## src/rtl/instr_fetch_unit.sv

```systemverilog
// Instruction fetch: FETCH/WAIT/HOLD/HALT sequencer with a single outstanding imem read.
// Latency: instr_valid rises 2+ cycles after FETCH (memory latency >= 1); next PC resolves on retire.
// Backpressure: the held Instr/PC stay put until instr_ready; a misaligned target halts until reset.
module instr_fetch_unit #(
    parameter logic [31:0] RESET_PC = 32'h0000_0000
) (
    input  logic        clk,
    input  logic        reset,
    output logic        imem_req,
    output logic [31:0] imem_addr,
    input  logic        imem_rvalid,
    input  logic [31:0] imem_rdata,
    output logic [31:0] Instr,
    output logic        instr_valid,
    input  logic        instr_ready,
    input  logic [1:0]  PCSrc,
    input  logic [31:0] ImmExt,
    input  logic [31:0] ALUResult,
    output logic [31:0] PC,
    output logic [31:0] PCPlus4,
    output logic        misaligned
);

    localparam logic [31:0] NOP = 32'h0000_0013;

    typedef enum logic [1:0] {
        FETCH,
        WAIT,
        HOLD,
        HALT
    } state_t;

    state_t      state, state_nxt;
    logic [31:0] pc_q, pc_nxt;
    logic [31:0] instr_q, instr_nxt;
    logic        vld_q, vld_nxt;
    logic        mis_q, mis_nxt;
    logic [31:0] target;

    assign PC          = pc_q;
    assign PCPlus4     = pc_q + 32'd4;
    assign Instr       = instr_q;
    assign instr_valid = vld_q;
    assign misaligned  = mis_q;
    assign imem_addr   = pc_q;

    // Next-PC candidate; only consumed when the held instruction retires.
    always_comb begin
        target = PCPlus4;
        case (PCSrc)
            2'b01:   target = pc_q + ImmExt;
            2'b10:   target = {ALUResult[31:1], 1'b0};
            default: target = PCPlus4;
        endcase
    end

    always_comb begin
        state_nxt = state;
        pc_nxt    = pc_q;
        instr_nxt = instr_q;
        vld_nxt   = vld_q;
        mis_nxt   = mis_q;
        imem_req  = 1'b0;
        case (state)
            FETCH: begin
                imem_req  = ~reset;
                state_nxt = WAIT;
            end
            WAIT: begin
                if (imem_rvalid) begin
                    instr_nxt = imem_rdata;
                    vld_nxt   = 1'b1;
                    state_nxt = HOLD;
                end
            end
            HOLD: begin
                if (instr_ready) begin
                    vld_nxt = 1'b0;
                    // A misaligned target keeps the faulting PC visible for the trap path.
                    if (target[1:0] == 2'b00) begin
                        pc_nxt    = target;
                        state_nxt = FETCH;
                    end else begin
                        mis_nxt   = 1'b1;
                        state_nxt = HALT;
                    end
                end
            end
            HALT: begin
                state_nxt = HALT;
            end
        endcase
    end

    always_ff @(posedge clk) begin
        if (reset) begin
            state   <= FETCH;
            pc_q    <= RESET_PC;
            instr_q <= NOP;
            vld_q   <= 1'b0;
            mis_q   <= 1'b0;
        end else begin
            state   <= state_nxt;
            pc_q    <= pc_nxt;
            instr_q <= instr_nxt;
            vld_q   <= vld_nxt;
            mis_q   <= mis_nxt;
        end
    end

endmodule

```

## config.mk

```make
export PLATFORM = sky130hd
export DESIGN_NAME = instr_fetch_unit
export DESIGN_NICKNAME = d
export VERILOG_FILES = /design/src/rtl/instr_fetch_unit.sv
export SDC_FILE = /design/constraint.sdc
export NUM_CORES = 1
export LEC_CHECK = 0
export BUFFER_PORTS_ARGS = -buffer_cell sky130_fd_sc_hd__buf_2
export CAP_MARGIN = 0
export CORE_ASPECT_RATIO = 0.5
export CORE_UTILIZATION = 30
export DETAILED_ROUTE_END_ITERATION = 16
export HOLD_SLACK_MARGIN = 0.15
export PLACE_DENSITY_LB_ADDON = 0.15
export SETUP_SLACK_MARGIN = 0.2
export SLEW_MARGIN = 10
export SYNTH_ARGS = -nofsm -noshare
export SYNTH_HDL_FRONTEND = slang
export SYNTH_SLANG_ARGS = --single-unit
```

## constraint.sdc

```tcl
create_clock -name clk -period 2.57 [get_ports clk]
set_input_delay 0.257 -clock clk [delete_from_list [all_inputs] [get_ports clk]]
set_output_delay 0.257 -clock clk [all_outputs]
set_load 0.05 [all_outputs]
```

==> flow_results.org <==
** Status
- Result of the run :: finished clean

** Yosys
- Counting flops with a built-in enable in the synthesized netlist gives 0.
- Async SR Flop Fraction :: 0
- Yosys top cell area share :: 0.245
- Count of yosys warnings during synthesis :: 0
- The biggest area contributor in the post-synthesis netlist is dfxtp_1.
- Count of mapped cells out of synthesis :: 748
- Count of cell types in the netlist :: 69
- In this run the cell area of the synthesized design comes to 5570 um2.
- In this run, synthesis produced a sequential element count of 68.
- For this run, the register share of the synthesized area comes to 0.245.
- The number of nets in the synthesized netlist is 885.
- Largest family of logic cells by synthesized area :: compound AO/OA/AOI/OAI gates
- Of the total synthesized cell area, the portion taken by AND, OR, NAND and NOR gates is 0.236.
- In the synthesized netlist the dominant register cell turns out to be dfxtp_1.
- Of the post-synthesis cell area, the part taken by muxes is 0.00944.
- Synth Area in Adders :: 0.0800
- Leading cell types by total area after synthesis :: dfxtp_1, nand2_1, ha_1, a21oi_1, xnor2_1
- A synthesized cell averages 7.44 um2.
- The compound-cell area share of the yosys netlist came to 0.263.
- Xor and xnor fraction of the mapped netlist area :: 0.0803

** Drt
- ANT nets after route :: 0
- Count of TritonRoute iterations in the first routing pass :: 5
- Via count :: ~6.9k
- Post-DR wirelength/cell :: 17.6 um
- Drt via density :: 5.23
- The detailed router finished its first iteration with 425 violations.
- The routed design has between 20 and 25 mm of wire.
- Remaining design rule violation count :: 0

** Worst setup path
- Standard cell with the maximum stage delay on the critical path :: or4_1
- Kind of end point of the critical path :: register
- Top cell family by delay on the critical path :: compound AO/OA/AOI/OAI gates
- Type of origin of the critical path :: register
- Chain of cells forming the critical path :: ha_4 > a21o_1 > or4_4 > o21ai_4 > a21oi_2 > a211oi_2 > a21oi_2 > or4_1 > a31oi_1
- Critical Path AT :: 2830 ps
- Data on the critical path is required at its endpoint by between 2000 and 3000 ps.
- The largest single stage delay on the critical path is slightly above 500 ps.
- The cell that appears most often on the critical path is a21oi_2.
- Crit path max fanout :: 4
- Counting both buffers and inverters, the worst setup path holds a total of 0.
- Critical path type :: reg -> reg

** Timing
- Headroom to the max-slew limit :: 0.285
- For the pin with the worst max-slew slack, the measured transition is ~1100 ps.
- Final worst-path cycle share :: 0.997
- Final count of negative-setup-slack endpoints :: 0
- Final setup skew :: a little under 10 ps
- Fin crit period :: 2560 ps
- Max-slew violations :: 0
- For this run, the top clock speed supported by timing is 390 MHz.
- Setup repair after global routing could not meet its margin everywhere.
- Final worst hold slack :: 166 ps
- The number of failing hold endpoints at the final stage is 0.

** Die
- IO Count :: ~230
- The initialized floorplan defines 34 standard-cell rows.
- Full die area :: approximately 19000 um2
- The initial utilization of the core area, before any placement, comes to 0.314.
- CORE AREA :: 17700 um2
- The die is about 100 um tall.
- In this run the horizontal extent of the chip is 195 um.

** GRT
- The number of antenna violations at the first check in global routing is 1.
- In the global route stage, overall resource usage came out at 0.230.
- Via count of the first global-routing pass :: 6328
- The total overflow left after global routing is 0.
- Entering global routing, the biggest net connects 43 pins.
- First-pass GRT wire length :: 34.4 mm

** Clock network
- Bufs on Longest Clock Path :: 2
- Clock tree synthesis inserted a total of 9 buffers.
- The H-tree was split into 3 levels.
- TritonCTS clock tree :: yes
- In this run the clock root is driven by a clkbuf_16.
- After clock tree synthesis, the clock-pin slew on the worst setup and hold paths is 70 ps.
- Clock latency of the later-clocked register in the worst-skew pair :: between 300 and 400 ps
- The tree built by TritonCTS fans out to approximately 70 sinks.

** Placement
- Buffers placed on the I/O ports in this run total 231.
- The congestion estimate from routability-driven global placement came to a little under 0.9.
- The wire-length estimate of the detail-placed layout is 16.8 mm.

** Hold path
- In this run the worst hold path is classified as in -> reg.

** Finish
- Diodes inserted :: 0
- In the final layout, the multi-input gates occupy 4700 um2.
- Layout net count :: 1216
- The area growth from synthesis to layout is 70.0%.
- In the final layout, flip-flops and latches occupy approximately 1400 um2.
- The layout has approximately 1.7k filler cells.
- Share of final-layout standard cells stronger than drive strength 1 :: 0.519

** Pwr
- For this design the ratio of total power to cell area is 360 nW/um2.
- Of the total power, registers draw 0.328.
- The worst-case IR drop observed on VDD is 297 uV.
- The completed layout was analyzed and its total power is between 3 and 4 mW.
- The share of total power dissipated in the clock network is 0.370.
- Power dissipated by switching net loads :: 1.22 mW
- Part of the total power dissipated in combinational logic :: 0.302
- Summed over all cells, the static leakage comes to 4.45 nW.
- Fraction of power spent switching nets :: 0.357
- Internal power comes to 2.19 mW.

** Job
- Max-cap violations in this run came to 0.
-- power groups by stage --
| stage | logic, mW | registers, mW | clock network, mW |
|---|---|---|---|
| floorplan | 0.439 | 1.28 | 0 |
| global placement | 0.867 | 1.14 | 0 |
| detailed placement | 0.871 | 1.14 | 0 |
| CTS | 0.960 | 1.12 | 1.30 |
| global route | 1.09 | 1.12 | 1.34 |
| finish | 1.03 | 1.12 | 1.26 |
-- stage by stage --
stage | setup WS [ps] | utilization | instance area (um2) | cells | TNS, ps
final | 6.61 | 0.533 | 9460 | 1318 | 0
after global routing | -36.5 | 0.533 | 9460 | 1318 | -167
after CTS | 71.4 | 0.499 | 8840 | 1286 | 0
after detailed placement | -187 | 0.425 | 7540 | 1220 | -366
after global placement | -141 | 0.425 | 7540 | 1220 | -312
after floorplan | 118 | - | 5900 | 748 | 0
-- worst paths after layout --
kind	cells after the start	slack, ps	end	from
min	3	170	Instr[30]	imem_rdata[30]
max	9	7	PC[31]	PC[22]
min reg2reg	2	450	Instr[15]	Instr[15]
max reg2reg	9	7	PC[31]	PC[22]
-- cell type report --
type | count | area share
multi-input combinational | 590 | 0.497
clock buffer | 10 | 0.0265
inverter | 16 | 0.00635
tap | 234 | 0.0310
sequential | 68 | 0.152
clock inverter | 6 | 0.00476
timing repair buffer | 394 | 0.283
-- worst min-delay path, stage by stage --
cell     delay [ps]
buf_2           100
nand2_1          50
a21oi_1          50
-- layout by cell type (no fill, tap or decap), drive strengths merged, types with 5 or more instances in the layout --
cell / instances
or4: 5
o211ai: 6
a22oi: 5
a21oi: 79
clkbuf: 11
a21o: 18
o22ai: 7
buf: 374
nand3: 24
dlygate4sd3: 19
ha: 34
a221oi: 16
and2: 6
xnor2: 37
a211oi: 10
a31o: 5
nand2b: 8
inv: 16
dfxtp: 68
a31oi: 12
o21ai: 43
nor3: 21
and3: 19
nand2: 125
nor2: 33
clkinv: 6
nand4: 12
xor2: 14
-- Yosys cell counts (3+ instances only) --
cell,number
nand2_1,125
a21oi_1,78
dfxtp_1,68
xnor2_1,37
o21ai_0,36
buf_4,34
ha_1,34
nor2_1,31
clkbuf_1,30
nand3_1,24
and3_1,19
nor3_1,19
a21o_1,18
a221oi_1,16
inv_1,15
xor2_1,14
a31oi_1,12
nand4_1,11
a211oi_1,9
nand2b_1,8
o22ai_1,7
and2_1,6
o211ai_1,6
a22oi_1,5
a31o_2,5
a211o_1,4
buf_1,4
buf_2,4
o21ai_1,4
or3_1,4
a41oi_1,3
and4_1,3
mux2i_1,3
nor4_1,3
o21ai_2,3
o221ai_1,3
or4_1,3
-- sequential cells by signal, summed over array words and instances (netlist names) --
name	cells
Instr	32
PC	32
state	2
instr_valid	1
misaligned	1
-- kinds of logic after synthesis --
group | after synthesis
mux | 5
simple gates | 271
fa+ha+maj | 35
xor+xnor | 51
flops | 68
buf+inv | 90
compound gates | 228
-- metal layers --
metal / routed length (um) / vias to the layer above / GRT usage
li1: - / 3348 / -
met1: 11100 / 3294 / 0.316
met2: 10800 / 231 / 0.376
met3: 1140 / 15 / 0.0439
met4: 164 / 2 / 0.0403
met5: 16 / - / 0
-- what timing repair did --
item | CTS | global route
cloned | 0 | 0
hold buffers | 19 | 0
pin swaps | 44 | 49
setup endpoints to repair | 38 | 40
buffers inserted | 31 | 32
gates resized for setup | 112 | 86
endpoints found under the hold margin | 19 | 0
Power figures use the tool's default switching activity.
